File: config.mk
export PLATFORM = sky130hd
export DESIGN_NAME = cube_block_sum_flat
export DESIGN_NICKNAME = d
export VERILOG_FILES = /design/src/rtl/cube_block_sum_if.sv /design/src/rtl/cube_block_sum.sv /design/src/flat_wrapper.sv
export SDC_FILE = /design/constraint.sdc
export NUM_CORES = 1
export LEC_CHECK = 0
export CORE_MARGIN = 2
export CORE_UTILIZATION = 56
export CTS_CLUSTER_DIAMETER = 30
export DETAILED_ROUTE_END_ITERATION = 8
export PLACE_DENSITY = 0.85
export SETUP_SLACK_MARGIN = 0.15
export SYNTH_ARGS = -nofsm -noshare
export SYNTH_HDL_FRONTEND = slang
export SYNTH_SLANG_ARGS = --single-unit
File: constraint.sdc
create_clock -name clock -period 3.9 [get_ports clock]
set_input_delay 0.975 -clock clock [delete_from_list [all_inputs] [get_ports clock]]
set_output_delay 0.975 -clock clock [all_outputs]
set_load 0.02 [all_outputs]
File: src/rtl/cube_block_sum_if.sv
// Valid/ready stream bundle between the cube pipeline, the block summer and
// the result sink, plus the per-block length control.
interface cube_block_sum_if #(
   parameter int DATA_W = 32,
   parameter int ACC_W  = 40,
   parameter int LEN_W  = 9
);
   logic              in_valid;
   logic              in_ready;
   logic [DATA_W-1:0] in_data;
   logic [LEN_W-1:0]  block_len;
   logic              out_valid;
   logic              out_ready;
   logic [ACC_W-1:0]  out_sum;
   logic              out_ovf;

   modport master (
      output in_valid, in_data, block_len, out_ready,
      input  in_ready, out_valid, out_sum, out_ovf
   );

   modport slave (
      input  in_valid, in_data, block_len, out_ready,
      output in_ready, out_valid, out_sum, out_ovf
   );
endinterface

File: src/rtl/cube_block_sum.sv
// Accumulates a stream of unsigned cube results into per-block sums of a
// programmable length; each sum leaves on a valid/ready port with sticky carry.
module cube_block_sum #(
   parameter int DATA_W = 32,
   parameter int ACC_W  = 40,
   parameter int LEN_W  = 9
) (
   input  logic            clock,
   input  logic            reset,
   cube_block_sum_if.slave bus
);
   typedef enum logic [1:0] {
      EMPTY = 2'd0,
      ACCUM = 2'd1,
      FULL  = 2'd2
   } state_t;

   state_t state_q, state_d;

   logic [LEN_W-1:0] count_p0;
   logic [LEN_W-1:0] len_p0;
   logic [ACC_W-1:0] acc_p0;
   logic             ovf_p0;
   logic [ACC_W-1:0] sum_p1;
   logic             ovf_p1;
   logic             vld_p1;

   logic             accept;
   logic             first;
   logic             done;
   logic [LEN_W-1:0] eff_len;
   logic [LEN_W-1:0] count_inc;
   logic [ACC_W-1:0] acc_base;
   logic [ACC_W:0]   acc_sum;
   logic             acc_ovf;

   function automatic logic [LEN_W-1:0] norm_len(input logic [LEN_W-1:0] l);
      return (l == '0) ? LEN_W'(1) : l;
   endfunction

   function automatic logic [ACC_W:0] add_wide(input logic [ACC_W-1:0] a,
                                               input logic [DATA_W-1:0] d);
      return {1'b0, a} + (ACC_W + 1)'(d);
   endfunction

   // Accumulate stage: a block's first sample ignores the stale acc/ovf.
   always_comb begin
      accept    = bus.in_valid && bus.in_ready;
      first     = (state_q != ACCUM);
      eff_len   = first ? norm_len(bus.block_len) : len_p0;
      count_inc = first ? LEN_W'(1) : count_p0 + LEN_W'(1);
      done      = accept && (count_inc == eff_len);
      acc_base  = first ? '0 : acc_p0;
      acc_sum   = add_wide(acc_base, bus.in_data);
      acc_ovf   = (!first && ovf_p0) || acc_sum[ACC_W];
   end

   always_ff @(posedge clock) begin
      if (reset) begin
         state_q <= EMPTY;
      end else begin
         state_q <= state_d;
      end
   end

   always_comb begin
      state_d = state_q;
      if (done) begin
         state_d = FULL;
      end else if (accept) begin
         state_d = ACCUM;
      end else if ((state_q == FULL) && bus.out_ready) begin
         state_d = EMPTY;
      end
   end

   always_comb begin
      vld_p1        = (state_q == FULL);
      bus.in_ready  = !vld_p1 || bus.out_ready;
      bus.out_valid = vld_p1;
      bus.out_sum   = sum_p1;
      bus.out_ovf   = ovf_p1;
   end

   // Output stage: only loaded by an accepted sample, which already implies
   // the previous result was consumed or never present.
   always_ff @(posedge clock) begin
      if (reset) begin
         count_p0 <= '0;
         len_p0   <= LEN_W'(1);
         acc_p0   <= '0;
         ovf_p0   <= 1'b0;
         sum_p1   <= '0;
         ovf_p1   <= 1'b0;
      end else if (accept) begin
         acc_p0   <= acc_sum[ACC_W-1:0];
         ovf_p0   <= acc_ovf;
         count_p0 <= done ? '0 : count_inc;
         if (first) begin
            len_p0 <= eff_len;
         end
         if (done) begin
            sum_p1 <= acc_sum[ACC_W-1:0];
            ovf_p1 <= acc_ovf;
         end
      end
   end
endmodule

File: src/flat_wrapper.sv
// flat-port wrapper written by rule: the top's interface ports become plain ports
module cube_block_sum_flat 
#(
   parameter int DATA_W = 32,
   parameter int ACC_W  = 40,
   parameter int LEN_W  = 9
)
  (clock, reset, bus_in_valid, bus_in_data, bus_block_len, bus_out_ready, bus_in_ready, bus_out_valid, bus_out_sum, bus_out_ovf);
  cube_block_sum_if #(.DATA_W(DATA_W), .ACC_W(ACC_W), .LEN_W(LEN_W)) bus_i ();
  input  logic clock;
  input  logic reset;
  input wire logic [$bits(bus_i.in_valid)-1:0] bus_in_valid;
  input wire logic [$bits(bus_i.in_data)-1:0] bus_in_data;
  input wire logic [$bits(bus_i.block_len)-1:0] bus_block_len;
  input wire logic [$bits(bus_i.out_ready)-1:0] bus_out_ready;
  output wire logic [$bits(bus_i.in_ready)-1:0] bus_in_ready;
  output wire logic [$bits(bus_i.out_valid)-1:0] bus_out_valid;
  output wire logic [$bits(bus_i.out_sum)-1:0] bus_out_sum;
  output wire logic [$bits(bus_i.out_ovf)-1:0] bus_out_ovf;
  assign bus_i.in_valid = bus_in_valid;
  assign bus_i.in_data = bus_in_data;
  assign bus_i.block_len = bus_block_len;
  assign bus_i.out_ready = bus_out_ready;
  assign bus_in_ready = bus_i.in_ready;
  assign bus_out_valid = bus_i.out_valid;
  assign bus_out_sum = bus_i.out_sum;
  assign bus_out_ovf = bus_i.out_ovf;
  cube_block_sum #(.DATA_W(DATA_W), .ACC_W(ACC_W), .LEN_W(LEN_W)) u_core (.clock(clock), .reset(reset), .bus(bus_i));
endmodule
# [Word-level counts from Yosys, hierarchy flattened]
# Cells that the tools add are included.
[word_totals] memories=0 rom_bits=0 regBits=102 ramBits=0 latch_bits=0 input_bits=45
[classes] mux=8 eq_ne=3 div=0 add_sub_neg=2 bitwise=0 order_cmp=0 multipliers=0 shift=0 n_reduce_logical=14
[ops] op="adder 40 x 32 -> 41 bit" count=1
[ops] op="2-to-1 mux 40 bit" count=1
[ops] op="2-to-1 mux 9 bit" count=4
[ops] op="adder 9 x 1 -> 9 bit (second input constant)" count=1
[ops] op="equality test 9 bit" count=1
[ops] op="logical NOT 9 bit" count=1
[ops] op="2-to-1 mux 2 bit" count=3
[ops] op="logical AND 1 bit" count=4
[ops] op="AND reduction 2 bit" count=2
[ops] op="nonzero test 3 bit" count=1
[ops] op="equality test 2 bit (second input constant)" count=1
[ops] op="logical NOT 1 bit" count=2
[ops] op="logical OR 1 bit" count=2
[ops] op="inequality test 2 x 1 -> 1 bit (second input constant)" count=1
[ops] op="nonzero test 2 bit" count=1
[ops] op="OR reduction 2 bit" count=1

# [Depth between registers and ports, before layout]
[depth] word_depth=6 depth_mapped=15 mapped_depth_nobuf=12

# [Worst setup path after synthesis]
# Ideal clock, no wire load.
[synth_timing] path_kind="register -> register" from="register u_core.state_q[0]" to="register u_core.acc_p0[30]" setup_time_ns=0.122 path_buffers=3 arrival_ns=3.370 required_ns=3.778 slack_ns=0.408 path_stages_with_launch=16 cell_sequence="dfxtp_1 nor2b_1 clkbuf_1 clkbuf_1 clkbuf_1 and2_1 ha_1 fa_1 a21o_1 nand4_1 a211oi_2 o2111ai_2 a21bo_2 a211oi_2 nor2_1 a311o_1"
[synth_between] elab_chain_len=4 elab_cells_between_ends=7
[synth_rtl] item="start, declared" line="cube_block_sum.sv:18" source="state_t state_q, state_d;"
[synth_rtl] item="start signal, assigned" line="cube_block_sum.sv:62" source="state_q <= state_d;"
[synth_rtl] item="parallel branches: the longest is 4 deep, another holds adder 40 x 32 -> 41 bit"
[synth_rtl] item="end signal, assigned" line="cube_block_sum.sv:96" source="acc_p0 <= acc_sum[ACC_W-1:0];"
[synth_rtl] item="end, declared" line="cube_block_sum.sv:22" source="logic [ACC_W-1:0] acc_p0;"
# Several ways; the timed one is not identified.
# A chain may end at the register's enable or synchronous reset.

# [Worst setup path in the final report]
[layout_timing] from="input port bus_in_data[0]" to="register u_core.acc_p0[36]"
[layout_between] elab_chain_len=1
[layout_rtl] item="start, declared" line="flat_wrapper.sv:13" source="input wire logic [$bits(bus_i.in_data)-1:0] bus_in_data;"
[layout_rtl] item="adder 40 x 32 -> 41 bit" line="cube_block_sum.sv:43" source="return {1'b0, a} + (ACC_W + 1)'(d);"
# Every way passes these cells.

==> key figures <==
Outcome
  • Status: finished clean

Global routing
  • Gr busiest metal: met2
  • Met1 Use GR: 0.3827
  • Grt met2 use: 0.4655
  • Gr ovfl total: 0
  • Vias in the first global route: 6409
  • Largest net degree at the start of global routing: 101
  • Initial antenna violation count: 0
  • First-pass GRT wire length: 30480 microns
  • Global Route met3 Usage: 0.04942
  • Total Routing Usage GR: 0.2889

Min path
  • HP Class: reg2reg
  • Hold_sp: u_core.bus.out_sum[36]$_SDFFE_PP0P_
  • Hold path depth: 2
  • Hold EP: u_core.bus.out_sum[36]$_SDFFE_PP0P_

CTS
  • Root Buffer: clkbuf_16
  • # hold bufs at CTS: 0
  • Clock-pin transition on the worst setup and hold timing paths: 0.07 ns
  • Setup Fix Bufs, Post-CTS: 0
  • CTS tree: done
  • Worst-Skew Late Latency: 0.36 ns
  • H-tree Lvls: 3
  • PostCTS Resize Cnt: 0
  • Clock Sinks: 102
  • Clk buf depth: 2
  • Num CTS Buffers: 9

Logic synthesis
  • Post-Syn Area: 6750 sq um
  • Yosys warnings: 0
  • Number of synthesized flops with an enable pin: 0
  • Syn nets: 969
  • Sequential share of the synthesized area: 0.3025
  • Syn avg cell area: 7.585 sq um
  • Synth cell types: 74
  • Syn Inst Count: 890
  • Top FF cell, synth: dfxtp_1
  • #FFs+latches synth: 102
  • Post-synth ARST share: 0

Final layout
  • Layout cells sized above 1: 0.06904
  • Area grow syn2layout: 19.54%
  • Most frequent cells in the layout: nand2_1, a21oi_1, dfxtp_1, clkdlybuf4s50_1, nand3_1
  • Nets: 1031
  • Fillers: 1019
  • N_diodes: 0
  • Leading cell type in the layout, fill and taps excluded: nand2_1

Power
  • Power per Cell Area: 324.9 nW/um^2
  • Clock power share: 0.403
  • Combinational share of power: 0.177
  • Internal power: 1.912 mW
  • Switching share of power: 0.2706
  • Max VDD drop: 247.2 uV
  • Sequential power share: 0.420
  • Psw: 709.3 uW
  • Pleak: 3.095 nW

Placement
  • Port Buffer Count: 87
  • Final HPWL DP: 12500 microns
  • Gpl congestion: 0.9599
  • Pre-CTS setup slack: 0.1239 ns

Floorplan
  • Die ar.: 12950 sq um
  • Initial Utilization: 0.5667
  • IO Pins: 88
  • Core area: 11910 sq um
  • Die width: 113.8 microns
  • Core Rows: 40
  • Die Y: 113.8 microns

Timing
  • Fmax: 0.2828 GHz
  • Setup-failing EPs final: 0
  • Fin crit share: 0.9066
  • Fin. max-slew vios: 0
  • Tmin final: 3.536 ns
  • Setup TNS: 0 ns
  • Post-Route Skew: 0.006241 ns
  • Worst-Margin Slew: 1.079 ns
  • RSZ-0062 raised after global routing: false
  • Fin. Hold Viols: 0
  • Rel. slew slack: 0.2806
  • Post-route setup slack: 0.3642 ns

Setup path
  • Reg2Reg Launch Point: u_core.state_q[0]$_SDFFE_PP0P_
  • Crit path DAT: 3.73 ns
  • CP Launch Point: bus_in_data[0]
  • Crit path max fanout: 4
  • Kind of critical path: in2reg
  • Critical Path Source Type: input port
  • CP required: 4.10 ns
  • R2R depth: 13
  • CP endpoint kind: register
  • R2R setup slack: 0.43 ns
  • FF-to-FF End: u_core.acc_p0[36]$_SDFFE_PP0P_

Route
  • Pre-antenna DRT Iters: 5
  • ANT nets after route: 0
  • Initial DRC count: 525
  • Vias per inst: 6.156
  • DR vias: 6790
  • DRC viols: 0
  • Average wire per cell in the routed design: 16.53 microns
  • Total routed wirelength: 18230 microns

Flow run
  • Total of max-cap violations: 0
-- cell families after synthesis --
| logic type | after synthesis | share of synthesized area |
|---|---|---|
| and+or+nand+nor | 387 | 0.2856 |
| AOI/OAI and AO/OA | 259 | 0.2491 |
| DFF | 102 | 0.3025 |
| buffers and inverters | 68 | 0.04597 |
| xor gates and xnor gates | 36 | 0.04671 |
| adders and majority gates | 34 | 0.06413 |
| muxes | 4 | 0.005932 |
-- power groups by stage --
stage	combinational [mW]	sequential (mW)	clock, mW
6_report	0.465	1.10	1.06
5_1_grt	0.508	1.10	1.12
4_1_cts	0.459	1.10	1.07
3_5_place_dp	0.454	1.12	0
3_3_place_gp	0.449	1.12	0
2_1_floorplan	0.307	1.12	0
-- flip-flops by register name, summed over array words and instances, names as in the netlist --
register	flops
u_core.acc_p0	40
u_core.bus.out_ovf	1
u_core.bus.out_sum	40
u_core.count_p0	9
u_core.len_p0	9
u_core.ovf_p0	1
u_core.state_q	2
-- cell usage after synthesis (all sizes together), types with 9 or more instances --
cell      n  area share
nand2   153       0.085
nand4    15       0.016
and3     15       0.014
a21o     17       0.019
dfxtp   102        0.30
clkbuf   40       0.022
a211o     9       0.012
nor4      9      0.0083
o211ai   10       0.011
xnor2    24       0.031
a211oi   13       0.017
ha       33       0.061
xor2     12       0.016
or3       9      0.0091
buf      20       0.019
and2     40       0.037
a21oi   104       0.077
nor3     22       0.016
nor2     43       0.024
o21ai    44       0.033
nand3    47       0.035
-- worst max-delay path by stage --
stage	endpoint	slack [ns]	cells past startpoint
3_3_place_gp	u_core.bus.out_sum[34]$_SDFFE_PP0P_	0.20	10
3_5_place_dp	u_core.bus.out_sum[34]$_SDFFE_PP0P_	0.12	10
6_report	u_core.acc_p0[36]$_SDFFE_PP0P_	0.36	11
5_1_grt	u_core.acc_p0[28]$_SDFFE_PP0P_	0.20	13
2_1_floorplan	u_core.acc_p0[30]$_SDFFE_PP0P_	0.41	15
4_1_cts	u_core.acc_p0[28]$_SDFFE_PP0P_	0.44	11
-- worst max-delay path: stages --
cell             delay [ns]
clkdlybuf4s50_1        0.47
ha_1                   0.22
fa_1                   0.22
a21o_1                 0.14
nand4_1                0.21
a211o_1                0.34
o2111ai_1              0.22
nand2_1                0.18
o21ai_0                0.47
a211o_1                0.21
a31oi_1                0.08
-- layer usage --
layer | vias up | routed length (microns)
met5 | - | 0
met1 | 3132 | 7997
li1 | 3339 | -
met3 | 40 | 1272
met4 | 0 | 493
met2 | 279 | 8468
-- layout make-up --
cell class,count,area [sq um],share of cell area
Clock inverter,5,106.4,0.01318
Sequential cell,102,2042,0.2531
Timing Repair Buffer,111,1059,0.1312
Multi-Input combinational cell,720,4409,0.5464
Clock buffer,10,239.0,0.02962
Tap cell,147,183.9,0.02279
Inverter,8,30.03,0.003722
-- through the flow --
stage	instances	hold slack, ns	util	power (mW)	area [sq um]
floorplan	890	0.4273	-	1.429	6750
global placement	1088	0.4335	0.6484	1.570	7724
detailed placement	1088	0.4379	0.6484	1.578	7724
CTS	1103	0.4474	0.6774	2.626	8069
global route	1103	0.4734	0.6774	2.728	8069
finish	1103	0.4446	0.6774	2.622	8069
Power figures use the tool's default switching activity.
